--- src/rtl/iter_comparator.sv ---
// -----------------------------------------------------------------------------
// iter_comparator
//   Multi-cycle comparator. A request (i_a, i_b, i_op) is captured in IDLE and
//   compared CHUNK_W bits per cycle, most-significant chunk first. The result
//   is held on o_valid/o_result until the consumer takes it with i_ready.
//
//   Operations (i_op): 00 SLT signed A<B, 01 SLTU unsigned A<B, 10 EQ, 11 NE.
//
//   Optional build macro:
//     ITER_CMP_EARLY_EXIT_EN - finish on the first differing chunk instead of
//                              always walking all NCHUNK chunks. Results are
//                              identical; only latency differs.
//
//   Ports:
//     i_clk     rising-edge clock
//     i_rst_n   asynchronous active-low reset
//     i_valid   request valid          o_ready   request accepted when high
//     i_a, i_b  operands (WIDTH)       i_op      operation select
//     o_valid   result valid           i_ready   consumer takes result
//     o_result  comparison result      o_busy    high whenever not IDLE
// -----------------------------------------------------------------------------
module iter_comparator #(
  parameter int WIDTH   = 32,
  parameter int CHUNK_W = 8
) (
  input  logic             i_clk,
  input  logic             i_rst_n,
  input  logic             i_valid,
  output logic             o_ready,
  input  logic [WIDTH-1:0] i_a,
  input  logic [WIDTH-1:0] i_b,
  input  logic [1:0]       i_op,
  output logic             o_valid,
  input  logic             i_ready,
  output logic             o_result,
  output logic             o_busy
);

  localparam int SAFE_CW = (CHUNK_W < 1) ? 1 : CHUNK_W;
  localparam int NCHUNK  = WIDTH / SAFE_CW;
  localparam int IDX_W   = (NCHUNK > 1) ? $clog2(NCHUNK) : 1;
  localparam logic [IDX_W-1:0] LAST_IDX = IDX_W'(NCHUNK - 1);

`ifdef ITER_CMP_EARLY_EXIT_EN
  localparam bit EARLY_EXIT = 1'b1;
`else
  localparam bit EARLY_EXIT = 1'b0;
`endif

  if ((CHUNK_W < 1) || (WIDTH < 2) || ((WIDTH % SAFE_CW) != 0)) begin : g_bad_cfg
    $error("iter_comparator: WIDTH must be >= 2 and a multiple of CHUNK_W >= 1");
  end

  typedef enum logic [1:0] {
    IDLE = 2'd0,
    RUN  = 2'd1,
    DONE = 2'd2
  } state_e;

  typedef enum logic [1:0] {
    OP_SLT  = 2'b00,
    OP_SLTU = 2'b01,
    OP_EQ   = 2'b10,
    OP_NE   = 2'b11
  } op_e;

  state_e             state_q;
  op_e                op_q;
  logic [WIDTH-1:0]   a_q, b_q;
  logic [IDX_W-1:0]   idx_q;
  logic               lt_q, eq_q;
  logic               valid_q, result_q;

  logic [WIDTH-1:0]   a_sh, b_sh;
  logic [CHUNK_W-1:0] a_c, b_c;
  int unsigned        base;
  logic               chunk_ne;
  logic               lt_d, eq_d, result_d, finish;

  // Current chunk, selected by shifting rather than an indexed part-select.
  always_comb begin
    base = int'(idx_q) * CHUNK_W;
    a_sh = a_q >> base;
    b_sh = b_q >> base;
    a_c  = a_sh[CHUNK_W-1:0];
    b_c  = b_sh[CHUNK_W-1:0];
  end

  // eq_q doubles as "still undecided": once a chunk differs, lt is frozen.
  always_comb begin
    chunk_ne = (a_c != b_c);
    lt_d     = lt_q;
    eq_d     = eq_q;
    if (eq_q && chunk_ne) begin
      lt_d = (a_c < b_c);
      eq_d = 1'b0;
    end
    finish = (idx_q == '0) || (EARLY_EXIT && chunk_ne);
  end

  always_comb begin
    result_d = 1'b0;
    case (op_q)
      OP_SLT, OP_SLTU: result_d = lt_d;
      OP_EQ:           result_d = eq_d;
      OP_NE:           result_d = ~eq_d;
      default:         result_d = 1'b0;
    endcase
  end

  always_ff @(posedge i_clk or negedge i_rst_n) begin
    if (!i_rst_n) begin
      state_q  <= IDLE;
      op_q     <= OP_SLT;
      a_q      <= '0;
      b_q      <= '0;
      idx_q    <= '0;
      lt_q     <= 1'b0;
      eq_q     <= 1'b1;
      valid_q  <= 1'b0;
      result_q <= 1'b0;
    end else begin
      case (state_q)
        IDLE: begin
          if (i_valid) begin
            // Flipping the sign bit of both operands maps signed order onto
            // unsigned order, so the chunk walk is the same for SLT and SLTU.
            a_q     <= (op_e'(i_op) == OP_SLT) ? (i_a ^ {1'b1, {(WIDTH-1){1'b0}}}) : i_a;
            b_q     <= (op_e'(i_op) == OP_SLT) ? (i_b ^ {1'b1, {(WIDTH-1){1'b0}}}) : i_b;
            op_q    <= op_e'(i_op);
            idx_q   <= LAST_IDX;
            lt_q    <= 1'b0;
            eq_q    <= 1'b1;
            state_q <= RUN;
          end
        end
        RUN: begin
          lt_q  <= lt_d;
          eq_q  <= eq_d;
          idx_q <= idx_q - IDX_W'(1);
          if (finish) begin
            valid_q  <= 1'b1;
            result_q <= result_d;
            state_q  <= DONE;
          end
        end
        DONE: begin
          if (i_ready) begin
            valid_q <= 1'b0;
            state_q <= IDLE;
          end
        end
        default: begin
          valid_q <= 1'b0;
          state_q <= IDLE;
        end
      endcase
    end
  end

  assign o_ready  = (state_q == IDLE);
  assign o_busy   = (state_q != IDLE);
  assign o_valid  = valid_q;
  assign o_result = result_q;

endmodule
--- config.mk ---
export PLATFORM = sky130hd
export DESIGN_NAME = iter_comparator
export DESIGN_NICKNAME = d
export VERILOG_FILES = /design/src/rtl/iter_comparator.sv
export SDC_FILE = /design/constraint.sdc
export NUM_CORES = 1
export LEC_CHECK = 0
export CORE_ASPECT_RATIO = 0.8
export CORE_MARGIN = 4
export CORE_UTILIZATION = 45
export DETAILED_ROUTE_END_ITERATION = 10
export MAX_ROUTING_LAYER = met4
export PLACE_DENSITY = 0.75
export SLEW_MARGIN = 30
export SYNTH_ARGS = -nofsm -noshare
export SYNTH_HDL_FRONTEND = slang
export SYNTH_SLANG_ARGS = --single-unit
--- constraint.sdc ---
create_clock -name i_clk -period 5.65 [get_ports i_clk]
set_input_delay 1.695 -clock i_clk [delete_from_list [all_inputs] [get_ports i_clk]]
set_output_delay 1.695 -clock i_clk [all_outputs]
set_load 0.02 [all_outputs]
After elaboration in Yosys (flattened, before gate mapping)
Index checks and enable logic that the tools add are counted.

Add/sub/neg operators: 1. Magnitude comparators: 1. Eq/ne operators: 9. Shift-type cells: 2. Mux-type cells: 18. Bitwise logic cells: 4. Reduce and logical (&&, ||, !) cells: 13.

Operator list (count): $mux 32 (2); $shr 32x5->8 (2); $logic_not 2->1 (4); $lt 8x8->1 (1); $mux 2 (4); $ne 8x8->1 (1); $eq 2x2->1 const B (3); $mux 1 (6); $ne 2x2->1 const B (3); $pmux 1 s3 (2); $pmux 2 s3 (1); $reduce_and 2->1 (3); $reduce_and 3->1 (2); $eq 2x1->1 const B (2); $not 1->1 (4); $pmux 1 s2 (2); $pmux 2 s2 (1); $reduce_bool 2->1 (2); $reduce_or 2->1 (1); $sub 2x1->2 const B (1); $logic_and 1x1->1 (1).

Register bits after elaboration: 74. Input bits: 70. Output and inout bits: 4. Word-level logic and storage cells: 57.

Depth between registers and ports, before layout
Gate-level depths: netlist of run 1.

Depth after elaboration: 6. Gate-level depth with buffers: 9. Gate-level depth less buffers: 8.

Least setup slack after synthesis of run 1
No wires, ideal clock.

Path kind: reg-to-reg. Start point: register idx_q[0]. End point: register result_q, in the netlist o_result. Setup time: 0.074 ns. Arrival: 2.802 ns. Required time: 5.576 ns. Slack: 2.774 ns. Stages on the path, launching flop included: 10. Path buffers: 2. Period minus slack after synthesis: 2.876 ns. Cells stage by stage: dfrtp_1 > buf_2 > buf_2 > mux4_2 > ha_1 > a21oi_1 > o2111a_1 > or4b_1 > a32o_1 > o21ai_2.

Word-level cells in the longest chain between the ends: 6. Elaborated cells on any way between the ends: 11. Classes of those cells: 1 x order compare; 1 x eq/ne; 2 x shift; 3 x mux; 1 x bitwise; 3 x reduce/logical.

RTL lines: start: declaration (line 70) `logic [IDX_W-1:0] idx_q;`; start signal: assignment (line 140) `idx_q <= idx_q - IDX_W'(1);`; parallel branches: the longest is 6 deep, another holds $lt 8x8->1; end signal: assignment (line 143) `result_q <= result_d;`; end: declaration (line 72) `logic valid_q, result_q;`.

Several ways; the timed one is not identified. A chain may end at the register's enable or synchronous reset.

Final worst setup path of run 1
Start point: register state_q[0]. End point: output o_ready.

Word-level cells in the longest chain between the ends: 1.

RTL lines: start: declaration (line 67) `state_e state_q;`; start signal: assignment (line 113) `state_q <= IDLE;`; start signal: assignment (line 134) `state_q <= RUN;`; start signal: assignment (line 144) `state_q <= DONE;`; $logic_not 2->1 (line 161) `assign o_ready = (state_q == IDLE);`; end: declaration (line 29) `output logic o_ready,`.

No other way between the ends.

==> run summary, run 1 <==
DRT Wirelength: 6620 um
WHS Endpoint: o_result
CTS tree: yes
Cell variety after synth: 33
Slew Limit Fails: 0
GRT Residual Overflow: 0
CP max-delay cell: clkdlybuf4s50_1
DP Cell Count: 407
CP arrival: 1.74 ns
# setup viols final: 0
largest net degree at the start of global routing: 75
final hold violations: 0
commonest non-fill, non-tap cell in the layout: dfrtp_1
Die Span X: 108 um
fill count: 626
Area Overhead vs Synth: 26.4%
Clock Pin Slew Worst Setup and Hold Paths: 0.08 ns
yosys warns: 0
Synth Instances: 241
clock root cell: clkbuf_8
H-tree depth: 3
Final ANT Viol Nets: 0
Slew HR: 37.9%
Via Count: 2135
drt first pass iters: 4
initial antenna violation count: 0
Worst Path Max Fanout: 8
Post-Syn Area: 3580 um2
Max Root-Sink Buffers: 2
Initial Util: 47.3%
hold_buf cts: 0
f_max: 0.291 GHz
total CTS buffers: 9
FF+latch count, synth: 74
area leader, netlist: dfrtp_1
post-synthesis sequential area ratio: 51.8%
Post-Route Skew: 0.00805 ns
most frequent cells in the layout: 73 x dfrtp_1, 72 x clkdlybuf4s50_1, 48 x mux2_2, 16 x mux4_2, 16 x mux2_4
P_leak: 0.00190 uW
post-DP HPWL: 4730 um
Final period util: 60.8%
path depth of the worst reg2reg path: 8
kind of critical path: reg2out
total core area: 7570 um2
beginning of the worst hold path: o_result
IO Pins: 74
status: finished, final reports clean
CP startpoint kind: flip-flop
Buffers & Inverters on Critical Path: 2
NumNets Final: 392
GPL Wtd Cong: 0.830
max_cap viols: 0
final worst slack: 2.22 ns
Syn Nets: 320
worst reg2reg path endpoint: o_result
row count: 28
worst vdd ir: 0.000267 V
CP Cell Sequence: or2_4, inv_2, clkdlybuf4s50_1
Hold Path Class: reg2reg
post-route minimum period: 3.43 ns
CP peak stage delay: 0.59 ns
Die ar.: 9450 um2
Largest delay share family, worst path: buffers and inverters
Pwr Density: 553 nW/um2
CTS Sinks: 74
Post-CTS Setup Inserts: 0
Worst Hold Depth: 2
syn avg cell area: 14.8 um2
CTS-repair resized insts: 0
top-area cell type share of the netlist area: 51.1%
drt wl/cell: 15.7 um
CP endpoint kind: primary output
First DRT Iteration DRCs: 60
vias in the first global route: 2204
first-pass GRT wire length: 10800 um
worst skew pair latency: 0.35 ns
Residual DRC: 0
pre-CTS setup slack: 2.05 ns
Crit path required time: 3.95 ns
synth top area cells: dfrtp_1 51%, mux2_2 15%, mux4_2 10%, mux2_4 6.7%, ha_1 3.1%
R2R setup slack: 2.42 ns
total chip power: 2500 uW
detailed-route vias per instance: 5.05
RSZ-0062 raised after global routing: no
# diodes: 0
IO buf count: 73
layout cells sized above 1: 32.1%
Slew @ Worst Pin: 0.931 ns
DIE HEIGHT: 87.7 um
setup_tns: 0 ns
GRT Util Overall: 15.5%
Layout Cells excl Fill: 423
reg2reg start: idx_q[0]
[worst min-delay path, stage by stage (launching register included)]
cell	delay, ns
dfrtp_1	0.35
nand2_1	0.06
o21ai_2	0.05
[synthesized netlist by cell type (all sizes together)]
library cell	count
a21oi	9
a32o	1
and2	1
and2b	1
buf	12
clkbuf	1
dfrtp	73
dfstp	1
ha	9
inv	16
mux2	64
mux2i	1
mux4	16
nand2	6
nand2b	1
nand3	1
nand4	2
nor2	11
nor3	1
o2111a	1
o21ai	6
o2bb2ai	1
o31ai	1
or2	1
or4b	1
xnor2	3
[cell type report]
| type | instances | area (um2) | area share (%) |
|---|---|---|---|
| Clock buffer | 12 | 155 | 3.43 |
| Clock inverter | 4 | 50.0 | 1.11 |
| Inverter | 16 | 60.1 | 1.33 |
| Multi-Input combinational cell | 138 | 1530 | 33.9 |
| Sequential cell | 74 | 1850 | 41.0 |
| Tap cell | 105 | 131 | 2.90 |
| Timing Repair Buffer | 74 | 739 | 16.3 |
[how the worst max path moves through the flow]
| stage | from | endpoint | slack [ns] | depth (start not counted) |
|---|---|---|---|---|
| after floorplan | idx_q[0] | o_result | 2.77 | 9 |
| after global placement | i_valid | a_q[0] | 2.07 | 3 |
| after detailed placement | i_valid | a_q[7] | 2.05 | 3 |
| after CTS | state_q[0] | o_ready | 2.20 | 3 |
| after global routing | state_q[0] | o_ready | 2.13 | 3 |
| final | state_q[0] | o_ready | 2.22 | 3 |
[per-stage QoR]
stage	util, %	area [um2]	hold slack (ns)
6_report	59.8	4520	0.479
3_5_place_dp	57.0	4310	0.467
4_1_cts	59.7	4520	0.486
3_3_place_gp	57.0	4310	0.464
2_1_floorplan	-	3580	0.475
5_1_grt	59.8	4520	0.522
[report_power, final]
group	switching, uW	total (uW)	internal [uW]
logic	418	1090	676
clock network	193	420	228
registers	185	986	801
[state kept, by name, indices dropped and copies added, names as in the netlist]
name and count:
o_valid 1, b_q 32, lt_q 1, o_result 1
idx_q 2, a_q 32, eq_q 1, op_q 2
state_q 2
[logic make-up after synthesis]
logic type               Yosys count  synth area share [%]
multiplexers                      81                  32.2
flip-flops                        74                  51.8
buffers and inverters             29                  5.32
AND/OR/NAND/NOR                   26                  3.57
AO/OA/AOI/OAI                     19                  3.25
adder cells (fa/ha/maj)            9                  3.15
XOR/XNOR                           3                 0.735
[routing by layer]
metal  wire, um  track usage, %  vias up
met5          0               -        -
met2       3100            23.1       50
met3        396            4.86        8
met4         77            4.13        0
li1           -               -     1010
met1       3050            20.7     1067
No activity file was read; power rests on OpenSTA's default activity.
==> run 2, diff against run 1 <==
Clock period 5.65 ns to 3.3 ns, I/O delays scaled along.
==> run 2 against run 1 <==
Against the previous run:
- cell count grew 0.47%
- via count grew 0.66%
- wire length grew 3.1%
==> run summary, run 2 (synthesized netlist as in run 1, its figures left out) <==
GRT Util Overall: 16.7% (was 15.5%)
Final ANT Viol Nets: 0 (unchanged)
total CTS buffers: 9 (unchanged)
Largest regs: a_q x32, b_q x32 (unchanged)
GRT Residual Overflow: 0 (unchanged)
H-tree depth: 3 (unchanged)
max_cap viols: 0 (unchanged)
Sw Ratio: 31.3% (was 31.8%)
DRT Wirelength: 6820 um (was 6620 um)
commonest non-fill, non-tap cell in the layout: dfrtp_1 (unchanged)
Slew HR: 52.9% (was 37.9%)
Initial Util: 47.3% (unchanged)
First DRT Iteration DRCs: 138 (was 60)
drt first pass iters: 5 (was 4)
Pint: 3080 uW (was 1700 uW)
Worst Path Max Fanout: 12 (was 8)
DIE HEIGHT: 87.7 um (unchanged)
CTS-repair resized insts: 0 (unchanged)
worst vdd ir: 0.000404 V (was 0.000267 V)
f_max: 0.351 GHz
Residual DRC: 0 (unchanged)
largest net degree at the start of global routing: 75 (unchanged)
Post-CTS Setup Inserts: 0 (unchanged)
detailed-route vias per instance: 5.06 (was 5.05)
P_leak: 0.00194 uW (was 0.00190 uW)
Hold Path Class: reg2reg (unchanged)
Via Count: 2149 (was 2135)
Die ar.: 9450 um2 (unchanged)
total core area: 7570 um2 (unchanged)
CP startpoint kind: flip-flop (unchanged)
worst skew pair latency: 0.34 ns (was 0.35 ns)
IO Pins: 74 (unchanged)
status: finished, final reports clean (unchanged)
Post-Route Skew: 0.00908 ns (was 0.00805 ns)
drt wl/cell: 16.1 um (was 15.7 um)
post-DP HPWL: 5020 um (was 4730 um)
vias in the first global route: 2336 (was 2204)
Clk pwr share: 18.7% (was 16.8%)
logic gate share of total power: 43.5% (was 43.8%)
# setup viols final: 0 (unchanged)
first-pass GRT wire length: 11800 um (was 10800 um)
CTS Sinks: 74 (unchanged)
initial antenna violation count: 0 (unchanged)
NetSw: 1400 uW (was 796 uW)
IO buf count: 73 (unchanged)
setup_tns: 0 ns (unchanged)
clock root cell: clkbuf_8 (unchanged)
Pwr Density: 975 nW/um2 (was 553 nW/um2)
RSZ-0062 raised after global routing: no (unchanged)
post-route minimum period: 2.85 ns
Die Span X: 108 um (unchanged)
layout cells sized above 1: 32.8% (was 32.1%)
hold_buf cts: 0 (unchanged)
# diodes: 0 (unchanged)
Max Root-Sink Buffers: 2 (unchanged)
Slew Limit Fails: 0 (unchanged)
Final period util: 86.3%
Worst Hold Slack: 0.507 ns (was 0.479 ns)
total chip power: 4480 uW (was 2500 uW)
final hold violations: 0 (unchanged)
Clock Pin Slew Worst Setup and Hold Paths: 0.08 ns (about the same)
kind of critical path: reg2reg (was reg2out)
CP arrival: 3.11 ns (was 1.74 ns)
GPL Wtd Cong: 0.873 (was 0.830)
Area Overhead vs Synth: 28.6% (was 26.4%)
sequential share of power: 37.7% (was 39.4%)
R2R setup slack: 0.45 ns (was 2.42 ns)
row count: 28 (unchanged)
Slew @ Worst Pin: 0.707 ns (was 0.931 ns)
CP endpoint kind: flip-flop (was primary output)
Util after Layout: 60.8% (was 59.8%)
NumNets Final: 394 (was 392)
Crit path required time: 3.57 ns (was 3.95 ns)
most frequent cells in the layout: 73 x dfrtp_1, 72 x clkdlybuf4s50_1, 48 x mux2_2, 16 x mux4_2, 16 x mux2_4 (unchanged)
CTS tree: yes (unchanged)
==> run 2: cell types whose count changed in the layout (fill, tap and decap cells not counted), sizes merged <==
cell / change
bufinv: +2
clkinv: +3
buf: +2
clkbuf: -3
clkinvlp: -2
==> run 2: area by class of cell <==
type	count	area, um2
clock buffers	9	124
clock inverters	7	118
fillers	627	2970
inverters	16	60.1
multi-input cells	138	1530
flip-flops and latches	74	1850
well taps	105	131
repair buffers	76	779
==> run 2: layer usage <==
layer  GRT usage [%]  vias up  share of wire (%)
li1                -     1014                  -
met1            21.9     1074                 46
met2            25.5       57                 48
met3            5.08        4                5.6
met4            4.36        0               0.63
met5               -        -                  0
==> run 2: metrics by stage <==
step                cells  worst slack (ns)  area [um2]
CTS                   425             0.429        4600
floorplan             241             0.424        3580
global route          425             0.238        4600
global placement      409             0.563        4350
finish                425             0.454        4600
detailed placement    409             0.462        4350
==> run 2: path summary, 6_finish.rpt <==
kind | startpoint | endpoint | depth (start not counted)
setup / recovery | idx_q[0] | o_result | 8
hold / removal | a_q[30] | a_q[30] | 1
setup reg to reg | idx_q[0] | o_result | 8
hold reg to reg | a_q[30] | a_q[30] | 1
max in group asynchronous | i_rst_n | b_q[12] | 1
min in group asynchronous | i_rst_n | a_q[1] | 1
==> run 2: power groups by stage <==
stage | Sequential (uW) | Combinational, uW | Clock [uW]
4_1_cts | 1700 | 1970 | 860
3_5_place_dp | 1720 | 1960 | 0
3_3_place_gp | 1710 | 1880 | 0
6_report | 1690 | 1950 | 841
5_1_grt | 1770 | 2160 | 902
2_1_floorplan | 1550 | 1630 | 0
==> run 2: worst max-delay path: stages, from the launching register on <==
cell,delay (ns)
dfrtp_1,0.53
buf_12,0.20
mux4_2,0.50
ha_1,0.33
a21oi_1,0.13
o2111a_1,0.23
or4b_1,0.49
a32o_1,0.26
o21ai_2,0.10
